--- config.mk ---
export PLATFORM = sky130hd
export DESIGN_NAME = syn_lb_demux_n
export DESIGN_NICKNAME = d
export VERILOG_FILES = /design/src/rtl/syn_lb_pkg.sv /design/src/rtl/syn_lb_timeout_cntr.sv /design/src/rtl/syn_lb_demux_n.sv
export SDC_FILE = /design/constraint.sdc
export NUM_CORES = 1
export LEC_CHECK = 0
export ABC_AREA = 0
export CAP_MARGIN = 30
export CORE_MARGIN = 10
export CORE_UTILIZATION = 40
export CTS_CLUSTER_DIAMETER = 40
export DETAILED_ROUTE_END_ITERATION = 8
export GPL_TIMING_DRIVEN = 0
export PLACE_DENSITY = 0.82
export SYNTH_ARGS = -nofsm -noshare
export SYNTH_HDL_FRONTEND = slang
export SYNTH_SLANG_ARGS = --single-unit
export TNS_END_PERCENT = 50
--- constraint.sdc ---
create_clock -name clk_ir -period 2.82 [get_ports clk_ir]
set_input_delay 0.282 -clock clk_ir [delete_from_list [all_inputs] [get_ports clk_ir]]
set_output_delay 0.282 -clock clk_ir [all_outputs]
set_load 0.02 [all_outputs]
--- src/rtl/syn_lb_pkg.sv ---
// Shared types, constants and the block-code decoder for the local-bus demux.
package syn_lb_pkg;

  localparam int unsigned LB_MAX_SLAVES = 16;
  localparam int unsigned LB_MAX_CODE_W = 16;
  localparam int unsigned LB_IDX_W      = 4;
  localparam int unsigned LB_CODES_W    = LB_MAX_SLAVES * LB_MAX_CODE_W;

  localparam logic [31:0] LB_ERR_DATA = 32'hDEAD_BEEF;

  typedef enum logic [1:0] {
    IDLE  = 2'd0,
    ISSUE = 2'd1,
    WAIT  = 2'd2,
    RESP  = 2'd3
  } lb_fsm_t;

  typedef struct packed {
    logic                hit;
    logic [LB_IDX_W-1:0] idx;
  } lb_dec_t;

  // Lowest slave whose code slice matches wins; slices beyond num are ignored.
  function automatic lb_dec_t lb_decode(
    input logic [LB_MAX_CODE_W-1:0] code,
    input logic [LB_CODES_W-1:0]    codes,
    input int unsigned              num,
    input int unsigned              code_w
  );
    lb_dec_t                  res;
    logic [LB_MAX_CODE_W-1:0] mask;
    logic [LB_MAX_CODE_W-1:0] slice;
    res  = '0;
    mask = LB_MAX_CODE_W'((32'd1 << code_w) - 32'd1);
    for (int unsigned i = 0; i < LB_MAX_SLAVES; i++) begin
      slice = LB_MAX_CODE_W'(codes >> (i * code_w)) & mask;
      if (!res.hit && (i < num) && (slice == (code & mask))) begin
        res.hit = 1'b1;
        res.idx = LB_IDX_W'(i);
      end
    end
    return res;
  endfunction

endpackage

--- src/rtl/syn_lb_timeout_cntr.sv ---
// Clearable up-counter that flags the last allowed cycle of a slave wait.
module syn_lb_timeout_cntr #(
  parameter int unsigned W     = 8,
  parameter int unsigned LIMIT = 255
) (
  input  logic clk_ir,
  input  logic rst_sync_l,
  input  logic clr,
  input  logic en,
  output logic expired_c
);

  localparam logic [W-1:0] LAST = W'(LIMIT - 1);

  logic [W-1:0] count;

  always_ff @(posedge clk_ir) begin
    if (!rst_sync_l) begin
      count <= '0;
    end else if (clr) begin
      count <= '0;
    end else if (en && (count != LAST)) begin
      count <= count + W'(1);
    end
  end

  assign expired_c = en && (count == LAST);

endmodule

--- src/rtl/syn_lb_demux_n.sv ---
// Registered local-bus demux: decodes a block code, issues to one slave,
// waits for its response with a timeout and returns data or an error.
module syn_lb_demux_n
  import syn_lb_pkg::*;
#(
  parameter int unsigned                  NUM_SLAVES  = 4,
  parameter int unsigned                  DATA_W      = 32,
  parameter int unsigned                  ADDR_W      = 12,
  parameter int unsigned                  CODE_W      = 4,
  parameter int unsigned                  SLV_ADDR_W  = 8,
  parameter logic [NUM_SLAVES*CODE_W-1:0] SLAVE_CODES = {4'd3, 4'd2, 4'd1, 4'd0},
  parameter int unsigned                  TIMEOUT_W   = 8,
  parameter int unsigned                  TIMEOUT_VAL = 255,
  parameter logic [DATA_W-1:0]            ERR_DATA    = DATA_W'(LB_ERR_DATA)
) (
  input  logic                         clk_ir,
  input  logic                         rst_sync_l,
  input  logic                         m_rd_en,
  input  logic                         m_wr_en,
  input  logic [ADDR_W-1:0]            m_addr,
  input  logic [DATA_W-1:0]            m_wr_data,
  output logic                         m_rd_valid,
  output logic                         m_wr_valid,
  output logic [DATA_W-1:0]            m_rd_data,
  output logic                         m_err,
  output logic                         busy,
  output logic [NUM_SLAVES-1:0]        s_rd_en,
  output logic [NUM_SLAVES-1:0]        s_wr_en,
  output logic [SLV_ADDR_W-1:0]        s_addr,
  output logic [DATA_W-1:0]            s_wr_data,
  input  logic [NUM_SLAVES-1:0]        s_rd_valid,
  input  logic [NUM_SLAVES-1:0]        s_wr_valid,
  input  logic [NUM_SLAVES*DATA_W-1:0] s_rd_data,
  output logic                         err_timeout,
  output logic                         err_unmapped,
  output logic [7:0]                   stray_cnt
);

  lb_fsm_t state_q, state_d;

  // Latched transaction
  logic                wr_q;
  logic                err_q;
  logic                unm_q;
  logic [LB_IDX_W-1:0] idx_q;

  logic                start_c, both_c, acc_c, stray_c, to_expired_c;
  logic [CODE_W-1:0]   code_c;
  lb_dec_t             dec_c;
  logic [NUM_SLAVES-1:0] dec_oh_c, sel_oh_c, rd_mask_c, wr_mask_c;
  logic [DATA_W-1:0]   slave_rdata_c;

  // Next values for registered outputs and latch controls
  logic                lat_en, lat_wr, lat_err, lat_unm;
  logic [NUM_SLAVES-1:0] s_rd_en_d, s_wr_en_d;
  logic                rd_valid_d, wr_valid_d, m_err_d, err_to_d, err_unm_d;
  logic                rdata_en;
  logic [DATA_W-1:0]   rdata_d;

  assign start_c = m_rd_en | m_wr_en;
  assign both_c  = m_rd_en & m_wr_en;
  assign code_c  = m_addr[ADDR_W-1 -: CODE_W];
  assign dec_c   = lb_decode(LB_MAX_CODE_W'(code_c), LB_CODES_W'(SLAVE_CODES),
                             NUM_SLAVES, CODE_W);

  // One-hot views of the decoded and latched slave index, plus its read data
  always_comb begin
    dec_oh_c      = '0;
    sel_oh_c      = '0;
    slave_rdata_c = '0;
    for (int unsigned i = 0; i < NUM_SLAVES; i++) begin
      dec_oh_c[i] = (dec_c.idx == LB_IDX_W'(i));
      sel_oh_c[i] = (idx_q == LB_IDX_W'(i));
      if (idx_q == LB_IDX_W'(i)) begin
        slave_rdata_c = s_rd_data[i*DATA_W +: DATA_W];
      end
    end
  end

  // Only the selected slave's valid in the latched direction is accepted in WAIT
  assign rd_mask_c = ((state_q == WAIT) && !wr_q) ? sel_oh_c : '0;
  assign wr_mask_c = ((state_q == WAIT) &&  wr_q) ? sel_oh_c : '0;
  assign acc_c     = |(s_rd_valid & rd_mask_c) | |(s_wr_valid & wr_mask_c);
  assign stray_c   = |(s_rd_valid & ~rd_mask_c) | |(s_wr_valid & ~wr_mask_c);

  syn_lb_timeout_cntr #(
    .W     (TIMEOUT_W),
    .LIMIT (TIMEOUT_VAL)
  ) u_timeout (
    .clk_ir     (clk_ir),
    .rst_sync_l (rst_sync_l),
    .clr        (state_q == ISSUE),
    .en         (state_q == WAIT),
    .expired_c  (to_expired_c)
  );

  always_ff @(posedge clk_ir) begin
    if (!rst_sync_l) begin
      state_q <= IDLE;
    end else begin
      state_q <= state_d;
    end
  end

  // Error transactions pass through ISSUE without a slave strobe so that
  // their response lands two cycles after the master strobe.
  always_comb begin
    state_d    = state_q;
    lat_en     = 1'b0;
    lat_wr     = 1'b0;
    lat_err    = 1'b0;
    lat_unm    = 1'b0;
    s_rd_en_d  = '0;
    s_wr_en_d  = '0;
    rd_valid_d = 1'b0;
    wr_valid_d = 1'b0;
    m_err_d    = 1'b0;
    err_to_d   = 1'b0;
    err_unm_d  = 1'b0;
    rdata_en   = 1'b0;
    rdata_d    = slave_rdata_c;
    case (state_q)
      IDLE: begin
        if (start_c) begin
          lat_en  = 1'b1;
          lat_wr  = m_wr_en & ~m_rd_en;
          state_d = ISSUE;
          if (both_c) begin
            lat_err = 1'b1;
          end else if (!dec_c.hit) begin
            lat_err = 1'b1;
            lat_unm = 1'b1;
          end else if (m_wr_en) begin
            s_wr_en_d = dec_oh_c;
          end else begin
            s_rd_en_d = dec_oh_c;
          end
        end
      end
      ISSUE: begin
        if (err_q) begin
          state_d    = RESP;
          rd_valid_d = !wr_q;
          wr_valid_d = wr_q;
          m_err_d    = 1'b1;
          err_unm_d  = unm_q;
          rdata_en   = 1'b1;
          rdata_d    = ERR_DATA;
        end else begin
          state_d = WAIT;
        end
      end
      WAIT: begin
        if (acc_c) begin
          state_d    = RESP;
          rd_valid_d = !wr_q;
          wr_valid_d = wr_q;
          rdata_en   = !wr_q;
        end else if (to_expired_c) begin
          state_d    = RESP;
          rd_valid_d = !wr_q;
          wr_valid_d = wr_q;
          m_err_d    = 1'b1;
          err_to_d   = 1'b1;
          rdata_en   = 1'b1;
          rdata_d    = ERR_DATA;
        end
      end
      RESP: begin
        state_d = IDLE;
      end
      default: begin
        state_d = IDLE;
      end
    endcase
  end

  always_ff @(posedge clk_ir) begin
    if (!rst_sync_l) begin
      wr_q         <= 1'b0;
      err_q        <= 1'b0;
      unm_q        <= 1'b0;
      idx_q        <= '0;
      s_addr       <= '0;
      s_wr_data    <= '0;
      s_rd_en      <= '0;
      s_wr_en      <= '0;
      m_rd_valid   <= 1'b0;
      m_wr_valid   <= 1'b0;
      m_err        <= 1'b0;
      m_rd_data    <= '0;
      err_timeout  <= 1'b0;
      err_unmapped <= 1'b0;
      busy         <= 1'b0;
      stray_cnt    <= '0;
    end else begin
      if (lat_en) begin
        wr_q      <= lat_wr;
        err_q     <= lat_err;
        unm_q     <= lat_unm;
        idx_q     <= dec_c.idx;
        s_addr    <= m_addr[SLV_ADDR_W-1:0];
        s_wr_data <= m_wr_data;
      end
      s_rd_en      <= s_rd_en_d;
      s_wr_en      <= s_wr_en_d;
      m_rd_valid   <= rd_valid_d;
      m_wr_valid   <= wr_valid_d;
      m_err        <= m_err_d;
      err_timeout  <= err_to_d;
      err_unmapped <= err_unm_d;
      busy         <= (state_d != IDLE);
      if (rdata_en) begin
        m_rd_data <= rdata_d;
      end
      if (stray_c && (stray_cnt != 8'hFF)) begin
        stray_cnt <= stray_cnt + 8'd1;
      end
    end
  end

endmodule

==> metrics.md <==
| Metric | Value |
|---|---|
| Outcome | finished clean |
| # resized after CTS | 0 |
| Required time of the critical path | slightly above 3000 ps |
| Fraction of the mapped netlist area in simple logic gates | between 10% and 20% |
| Type of the worst setup path | reg2reg |
| Number of max-slew violations in the final report | 0 |
| Final Routed Wirelength | just over 20000 microns |
| Dominant combinational cell family by area after synthesis | simple AND/OR/NAND/NOR gates |
| Async set-reset flop share out of synthesis | 0% |
| Count of max-cap constraint violations | 0 |
| Nets | 1010 |
| Register clock-pin slew on the reported worst setup and hold paths | roughly 70 ps |
| Average size of a mapped cell | 9.76 sq um |
| Synthesized-area fraction occupied by xor and xnor cells | 1.18% |
| Cell leakage power | 0.00300 uW |
| Horizontal extent of the die | 134 microns |
| Ys Warns | 0 |
| RSZ-0062 raised after global routing | false |
| Site Rows | 41 |
| Sw Ratio | a little over a third |
| H-tree depth reported by CTS | 3 |
| Initial core utilization | 41.0% |
| Final hold vios | 0 |
| Floorplan core area | between 10000 and 15000 sq um |
| CTS tree | done |
| Total gr overflow | 0 |
| Clock skew after layout | a little under 7 ps |
| 1st-pass router iterations | 4 |
| Initial antenna violation count | 1 |
| Worst Path Max Fanout | 10 |
| Power Internal | 3420 uW |
| Portion of netlist area occupied by mux cells | 17.6% |
| Most frequent cell after synthesis | nand2_1 |
| Post-synth top flop | dfxtp_1 |
| Met1 Track Usage GR | 22.4% |
| DRC violations left | 0 |
| Overall die area | 18000 sq um |
| Data arrival time at the worst-slack endpoint | 2670 ps |
| Placed instance area | about 8200 sq um |
| Hold Path Class | in2reg |
| Synth area leader | dfxtp_1 |
| Syn Inst Count | 533 |
| Fin cells | ~1000 |
| Total power density per cell area | 636 nW/um^2 |
| Final hold slack | between 300 and 400 ps |
| Share of synthesized cell area in full adder, half adder and majority cells | 1.44% |
| P&R area growth vs syn | 62.5% |
| Routed via count | 5285 |
| Yosys cell types | 50 |
| Total clock buffers created by CTS | 9 |
| Synthesized-area fraction occupied by ao, oa, aoi and oai cells | between 10% and 20% |
| Finished layout cell area | 8450 sq um |
| HPWL Detailed | 16700 microns |
| DRC violation total after the first TritonRoute iteration | 213 |
| Setup violation total in the final timing report | 0 |
| Share of total power in the clock network | 22.1% |
| Root Buffer Master | clkbuf_16 |
| Number of placed instances, taps included | 981 |
| Final total power | about 5400 uW |
| Detail Route Antenna Nets | 0 |
| Clock latency of the later-clocked register in the worst-skew pair | between 300 and 400 ps |
| Met2 routing resource usage after global routing | 38.9% |
| Post-synth EDFFs | 0 |
| Number of nets in the synthesized netlist | 723 |
| Mean number of vias per cell | 5.30 |
| Comb power frac | 42.1% |
| Busiest grt layer | met2 |
| Number of buffers inserted by port buffering | 276 |
| Count of state elements after synthesis | about 110 |
| Portion of the post-synthesis area used by sequential elements | 42.0% |
| Final TNS setup | 0 ps |
| Net switching power of the design | ~2000 uW |
| Final critical delay including setup and external delays | 2430 ps |
| Critical Path End Type | register |
| CTS sink count | 109 |
| Top cells by count, synth | 114 x nand2_1, 109 x dfxtp_1, 52 x a21oi_1 |
| Leading cell types by total area after synthesis | dfxtp_1 42%, mux4_2 14%, nand2_1 8.2% |
| Fraction of synthesized cell area taken by the top area cell type | 42.0% |
| Slew HR | 55.0% |
| Largest net degree at the start of global routing | 19 |
| Height of the chip | 134 microns |
| Post-CTS setup-driven buffer insertion count | 0 |
| Share of total power in sequential cells | 35.8% |
| Peak supply drop | 690 uV |
| Vias in the first global route | 5625 |
| Gpl congestion | 0.870 |
| Crit start category | register |
| Hold-fix buffers, CTS | 0 |
| Slew of the pin with the lowest slew margin | 675 ps |
| Netlist Area Pre-Place | 5200 sq um |
| Top achievable clock speed | just over 400 MHz |
| M3 GR Usage | 10.3% |
| Wirelength per Cell | 20.6 microns |
| Total routing usage reported by global routing | 21.8% |
| Maximum number of buffers from clock root to sink | 2 |
| Period Utilization, post-route | 86.1% |
| Fraction of layout instances using a drive strength above 1 | 9.59% |
| First-pass GRT wire length | 31000 microns |
| I/O pin cnt | 278 |
## power groups by stage
stage	sequential (uW)	clock, uW	combinational, uW
2_1_floorplan	2180	0	1020
3_3_place_gp	1940	0	2180
3_5_place_dp	1960	0	2250
4_1_cts	1920	1210	2270
5_1_grt	1950	1270	2430
6_report	1920	1190	2260
## critical path, cell delays in order, from the launching register on
cell,delay [ps]
dfxtp_1,340
inv_1,90
ha_1,350
nand2b_2,140
o32ai_2,330
a311oi_4,110
or3_1,430
buf_6,150
buf_6,130
o221a_1,230
## layout make-up
cell class | count | area, sq um
inverter | 7 | 26.3
sequential | 109 | 2180
timing repair buffer | 276 | 2760
buffer | 40 | 214
antenna | 1 | 2.50
fill | 985 | 4220
clock buffer | 9 | 225
tap | 172 | 215
clock inverter | 6 | 43.8
multi-input combinational | 377 | 2780
## sequential cells by signal (all words and copies together) (netlist names), 2 cells and up
name             flops
m_rd_data           32
u_timeout.count      8
s_wr_en              4
s_rd_en              4
s_wr_data           32
state_q              2
s_addr               8
stray_cnt            8
idx_q                2
## per-stage QoR
stage	setup WS [ps]	utilization [%]
2_1_floorplan	677	-
3_3_place_gp	511	64.6
3_5_place_dp	442	64.6
4_1_cts	416	66.7
5_1_grt	283	66.7
6_report	393	66.7
## cells by family after synthesis
kind of cell    Yosys count
buf+inv                  47
xor+xnor                  7
fa+ha+maj                 6
mux                      51
compound gates           99
simple gates            214
flops                   109
## placed cells by master (no fill, tap or decap), drive strengths merged, types with 17 or more instances in the layout
| master | instances |
|---|---|
| nand2 | 114 |
| dfxtp | 109 |
| nor2 | 30 |
| a21oi | 52 |
| clkdlybuf4s50 | 276 |
| mux2i | 17 |
| o221a | 24 |
| mux4 | 32 |
| nor2b | 25 |
| clkbuf | 33 |
## layer usage
metal | vias to the layer above | wire length (microns)
met3 | 17 | 2300
met2 | 263 | 10200
met1 | 2529 | 7690
met5 | - | 0
li1 | 2476 | -
met4 | 0 | 316
## worst paths after layout
path / start / endpoint / slack, ps / cells past startpoint
worst max-delay path: state_q[0]$_SDFF_PN0_ / m_rd_data[1]$_SDFFE_PN0P_ / 390 / 9
worst min-delay path: m_wr_en / wr_q$_SDFFE_PN0P_ / 350 / 3
worst max register to register: state_q[0]$_SDFF_PN0_ / m_rd_data[1]$_SDFFE_PN0P_ / 390 / 9
worst min register to register: s_wr_data[31]$_SDFFE_PN0P_ / s_wr_data[31]$_SDFFE_PN0P_ / 450 / 2
(Power assumes the default switching activity.)
